==> config.mk <==
export PLATFORM = sky130hd
export DESIGN_NAME = sc_reg_capture
export DESIGN_NICKNAME = d
export VERILOG_FILES = /design/src/rtl/sc_reg_capture.sv
export SDC_FILE = /design/constraint.sdc
export NUM_CORES = 1
export LEC_CHECK = 0
export BUFFER_PORTS_ARGS = -buffer_cell sky130_fd_sc_hd__buf_2
export CORE_MARGIN = 5
export CORE_UTILIZATION = 40
export DETAILED_ROUTE_END_ITERATION = 12
export PLACE_DENSITY_LB_ADDON = 0.15
export SLEW_MARGIN = 20
export SYNTH_ARGS = -nofsm -noshare
export SYNTH_HDL_FRONTEND = slang
export SYNTH_SLANG_ARGS = --single-unit
==> constraint.sdc <==
create_clock -name SC_RegCAPTURE_CLOCK_50 -period 1.45 [get_ports SC_RegCAPTURE_CLOCK_50]
set_clock_uncertainty 0.05 [all_clocks]
set_input_delay 0.2175 -clock SC_RegCAPTURE_CLOCK_50 [delete_from_list [all_inputs] [get_ports SC_RegCAPTURE_CLOCK_50]]
set_output_delay 0.2175 -clock SC_RegCAPTURE_CLOCK_50 [all_outputs]
set_load 0.02 [all_outputs]
==> src/rtl/sc_reg_capture.sv <==
// sc_reg_capture: single-entry capture buffer at the receiving end of a
// register-sourced data bus. A word is taken on a valid/ready handshake and held
// until the consumer acks. The block also flags and counts words that equal a fixed
// pattern, and it records any word that a producer offers while the buffer is full.
//
// Handshake: a word transfers on a posedge where Valid_In=1 and Ready_Out=1.
// Ready_Out is decoded from the state register only, so it never depends
// combinationally on Valid_In. Valid_In must hold its word until that edge.
// A Valid_In=1 on an edge where Ready_Out=0 drops the word and sets the sticky
// overrun flag. Ack_In is only sampled while the buffer is full.
module sc_reg_capture #(
    parameter int                       DATAWIDTH_BUS          = 8,
    parameter logic [DATAWIDTH_BUS-1:0] DATA_REGCAPTURE_INIT   = 8'b00000000,
    parameter logic [DATAWIDTH_BUS-1:0] DATA_REGCAPTURE_EXPECT = 8'b10100101,
    parameter int                       CNTWIDTH               = 4
) (
    input  logic                     SC_RegCAPTURE_CLOCK_50,
    input  logic                     SC_RegCAPTURE_Reset_InHigh,
    input  logic [DATAWIDTH_BUS-1:0] SC_RegCAPTURE_DataBUS_In,
    input  logic                     SC_RegCAPTURE_Valid_In,
    input  logic                     SC_RegCAPTURE_Ack_In,
    output logic                     SC_RegCAPTURE_Ready_Out,
    output logic                     SC_RegCAPTURE_Full_Out,
    output logic [DATAWIDTH_BUS-1:0] SC_RegCAPTURE_DataBUS_Out,
    output logic                     SC_RegCAPTURE_Match_Out,
    output logic [CNTWIDTH-1:0]      SC_RegCAPTURE_MatchCnt_Out,
    output logic                     SC_RegCAPTURE_Overrun_Out
);

    typedef enum logic {
        stateEmpty = 1'b0,
        stateFull  = 1'b1
    } stateType;

    localparam logic [CNTWIDTH-1:0] cntMax = {CNTWIDTH{1'b1}};
    localparam logic [CNTWIDTH-1:0] cntOne = {{(CNTWIDTH-1){1'b0}}, 1'b1};

    stateType                 stateReg;
    stateType                 stateNext;
    logic [DATAWIDTH_BUS-1:0] dataReg;
    logic                     matchReg;
    logic [CNTWIDTH-1:0]      matchCntReg;
    logic                     overrunReg;
    logic                     captureNow;
    logic                     wordMatches;
    logic                     overrunNow;

    // Qualified events: a capture only happens from EMPTY, and an offer in FULL
    // is an overrun (this includes an offer on the same edge as the ack).
    assign captureNow  = (stateReg == stateEmpty) && SC_RegCAPTURE_Valid_In;
    assign overrunNow  = (stateReg == stateFull) && SC_RegCAPTURE_Valid_In;
    assign wordMatches = (SC_RegCAPTURE_DataBUS_In == DATA_REGCAPTURE_EXPECT);

    // State register; reset overrides everything else on the same edge.
    always_ff @(posedge SC_RegCAPTURE_CLOCK_50) begin
        if (SC_RegCAPTURE_Reset_InHigh) begin
            stateReg <= stateEmpty;
        end else begin
            stateReg <= stateNext;
        end
    end

    // Next-state logic: fill on valid, drain on ack.
    always_comb begin
        stateNext = stateReg;
        case (stateReg)
            stateEmpty: if (SC_RegCAPTURE_Valid_In) stateNext = stateFull;
            stateFull:  if (SC_RegCAPTURE_Ack_In)   stateNext = stateEmpty;
            default:    stateNext = stateEmpty;
        endcase
    end

    // Handshake outputs decoded from the state register only.
    always_comb begin
        SC_RegCAPTURE_Ready_Out = 1'b0;
        SC_RegCAPTURE_Full_Out  = 1'b0;
        case (stateReg)
            stateEmpty: SC_RegCAPTURE_Ready_Out = 1'b1;
            stateFull:  SC_RegCAPTURE_Full_Out  = 1'b1;
            default:    SC_RegCAPTURE_Ready_Out = 1'b0;
        endcase
    end

    // Held word and its match flag; the word survives the ack and the flag does not.
    always_ff @(posedge SC_RegCAPTURE_CLOCK_50) begin
        if (SC_RegCAPTURE_Reset_InHigh) begin
            dataReg  <= DATA_REGCAPTURE_INIT;
            matchReg <= 1'b0;
        end else if (captureNow) begin
            dataReg  <= SC_RegCAPTURE_DataBUS_In;
            matchReg <= wordMatches;
        end else if ((stateReg == stateFull) && SC_RegCAPTURE_Ack_In) begin
            matchReg <= 1'b0;
        end
    end

    // Saturating count of matching captures; dropped words are never counted.
    always_ff @(posedge SC_RegCAPTURE_CLOCK_50) begin
        if (SC_RegCAPTURE_Reset_InHigh) begin
            matchCntReg <= '0;
        end else if (captureNow && wordMatches && (matchCntReg != cntMax)) begin
            matchCntReg <= matchCntReg + cntOne;
        end
    end

    // Sticky overrun flag, cleared only by reset.
    always_ff @(posedge SC_RegCAPTURE_CLOCK_50) begin
        if (SC_RegCAPTURE_Reset_InHigh) begin
            overrunReg <= 1'b0;
        end else if (overrunNow) begin
            overrunReg <= 1'b1;
        end
    end

    assign SC_RegCAPTURE_DataBUS_Out  = dataReg;
    assign SC_RegCAPTURE_Match_Out    = matchReg;
    assign SC_RegCAPTURE_MatchCnt_Out = matchCntReg;
    assign SC_RegCAPTURE_Overrun_Out  = overrunReg;

endmodule

==> flow_summary.yaml <==
timing:
  finalCritPeriodShare_pct: 93.7
  fin_crit_ns: 1.36
  tightestPinTransition_ns: 0.342
  setup-tns-final_ns: 0
  drv_slew: 0
  setup_viol: 0
  final.hold.worst_slack_ns: 0.135
  rsz0062_at_grt: "false"
  max_freq_ghz: 0.736
  slew_headroom_pct: 77.1
  hold_viol: 0
cts:
  cts_max_level: 1
  cts_max_path_buffers: 2
  clock_latency_ns: 0.27
  cts_hold_buf: 0
  clock_sinks: 15
  clk_pin_slew_ns: 0.08
  numCtsBuffers: 3
  cts_tree: "done"
  clock-root-buffer: "clkbuf_4"
synthesis:
  ys_ff_latch: 15
  ys_top_cells_by_area: "dfxtp_1 (51%), nand2_1 (10%), a21oi_1 (9.3%)"
  netlist_area_um2: 594
  synth_cells: 68
  yosysTopAreaCell: "dfxtp_1"
  yosys_warnings: 0
  syn_area_per_cell_um2: 8.74
  synth_top_area_share_pct: 50.5
  synth_cell_types: 20
  yosysSeqAreaShare_pct: 50.5
  synth_nets: 81
layout:
  mostFrequentLayoutCells: "buf_2 (27), nand2_1 (16), dfxtp_1 (14), a21oi_1 (11), nor2_1 (5)"
  drive_above_1_share_pct: 38.6
  fin_nets: 115
  area_growth_pct: 34.7
  antennaDiodeCount: 0
  final_common_cell: "buf_2"
floorplanning:
  design.core.area_um2: 1450
  die_h_um: 48.5
  initial_core_util_pct: 40.9
  die_w_um: 48.5
  row_count: 14
  die_area_um2: 2360
  ios: 28
hold_path:
  holdCritPathClass: "input port to flop"
worst_setup_path:
  critPathLaunchType: "flop"
  crit_path_end_kind: "flop"
  cp.arrival_ns: 1.52
  cp_num_buf_inv: 0
  critical_path_class: "flop to flop"
  critPathMaxFanout: 4
  cp_slowest_cell: "or3_1"
  crit_required_ns: 1.61
  crit_chain: "ha_1 -> nand3_2 -> nand4_4 -> or3_1 -> a21oi_1"
  slowest_delay_ns: 0.35
  crit_family: "simple AND/OR/NAND/NOR gates"
grt:
  grt_first_pass_wirelength_mm: 2.33
  grt_pass1_vias: 533
  grt.total_usage_pct: 12.1
  grt-ovfl-total: 0
  antenna_found_initial: 0
  grt_max_degree: 16
routing:
  drtAntennaViolNets: 0
  vias: 590
  drtPass1Iterations: 4
  first_iter_violations: 10
  wl_per_cell_um: 11.8
  drc: 0
  vias_per_cell: 5.04
  wirelength_mm: 1.38
pwr:
  vdd_drop_max_mv: 0.396
  powerDensity_nw_per_um2: 982
  leakage_uw: 0.000373
placement:
  portBuffers: 27
  dp_hpwl_mm: 1.06
  place_congestion: 0.712
run_status:
  status: "finished, final reports clean"
job:
  drv_cap: 0
-- cell families (layout without fill, tap and decap cells) --
logic type	count (synthesis)	count (layout)	share of synthesized area [%]
compound gates	14	14	12.2
xor+xnor	1	1	1.47
fa+ha+maj	1	1	2.10
buf+inv	3	36	1.89
flops	15	15	50.5
mux	1	1	1.68
simple gates	33	33	30.1
-- metal layers --
| metal | wire length, µm | up-vias | track usage, % |
|---|---|---|---|
| met5 | 0 | - | 0 |
| li1 | - | 301 | - |
| met2 | 684 | 24 | 18.5 |
| met1 | 558 | 265 | 15.2 |
| met3 | 136 | 0 | 5.21 |
| met4 | 0 | 0 | 4.04 |
-- Yosys cell counts --
| master | n |
|---|---|
| a211oi_1 | 1 |
| a21oi_1 | 11 |
| and3b_2 | 1 |
| and4bb_2 | 1 |
| clkbuf_1 | 1 |
| dfxtp_1 | 15 |
| ha_1 | 1 |
| inv_1 | 2 |
| mux2i_1 | 1 |
| nand2_1 | 16 |
| nand3_1 | 4 |
| nand4_1 | 1 |
| nand4_4 | 1 |
| nor2_1 | 5 |
| nor2b_1 | 1 |
| nor3_1 | 1 |
| nor3b_2 | 1 |
| o21ai_0 | 2 |
| or3_1 | 1 |
| xor2_1 | 1 |
-- per-stage QoR --
stage	cells	cell area [µm²]	util [%]	power, µW	setup WS [ns]
2_1_floorplan	68	596	-	512	0.0227
3_3_place_gp	113	769	52.9	565	0.0878
3_5_place_dp	113	769	52.9	568	0.0562
4_1_cts	117	796	54.7	795	0.0648
5_1_grt	117	801	55.1	835	0.0144
6_report	117	801	55.1	787	0.0914
-- where the power goes --
| part | switching, µW | internal [µW] |
|---|---|---|
| logic | 74.7 | 45.2 |
| clock network | 123 | 106 |
| registers | 7.90 | 429 |
-- timing repair --
action,in CTS,in global routing
gates resized for setup,0,1
endpoints found under the setup margin,0,1
buffers inserted,0,0
-- final cells by class --
cell class | count | area [µm²]
fill | 161 | 653
sequential | 15 | 302
multi-input combinational | 50 | 288
timing repair buffer | 30 | 158
clock buffer | 4 | 26.3
tap | 16 | 20.0
inverter | 2 | 7.51
-- tightest hold or removal path, delay by kind of cell --
family / cells / cell delay [ns]
AO/OA/AOI/OAI: 1 / 0.05
buffers and inverters: 1 / 0.10
AND/OR/NAND/NOR: 1 / 0.05
-- state kept, by name (all words and copies together) (netlist names) --
| register | flops |
|---|---|
| stateReg | 1 |
| SC_RegCAPTURE_Overrun_Out | 1 |
| SC_RegCAPTURE_MatchCnt_Out | 4 |
| SC_RegCAPTURE_DataBUS_Out | 8 |
| SC_RegCAPTURE_Match_Out | 1 |
-- worst paths after layout --
path / endpoint / cells after the start / slack, ns / start
setup / recovery: SC_RegCAPTURE_MatchCnt_Out[3] / 5 / 0.09 / SC_RegCAPTURE_MatchCnt_Out[0]
hold / removal: SC_RegCAPTURE_DataBUS_Out[6] / 3 / 0.14 / SC_RegCAPTURE_DataBUS_In[6]
setup reg to reg: SC_RegCAPTURE_MatchCnt_Out[3] / 5 / 0.09 / SC_RegCAPTURE_MatchCnt_Out[0]
hold reg to reg: SC_RegCAPTURE_DataBUS_Out[4] / 2 / 0.40 / SC_RegCAPTURE_DataBUS_Out[4]
Note: power is estimated with default switching activity, not from simulation.
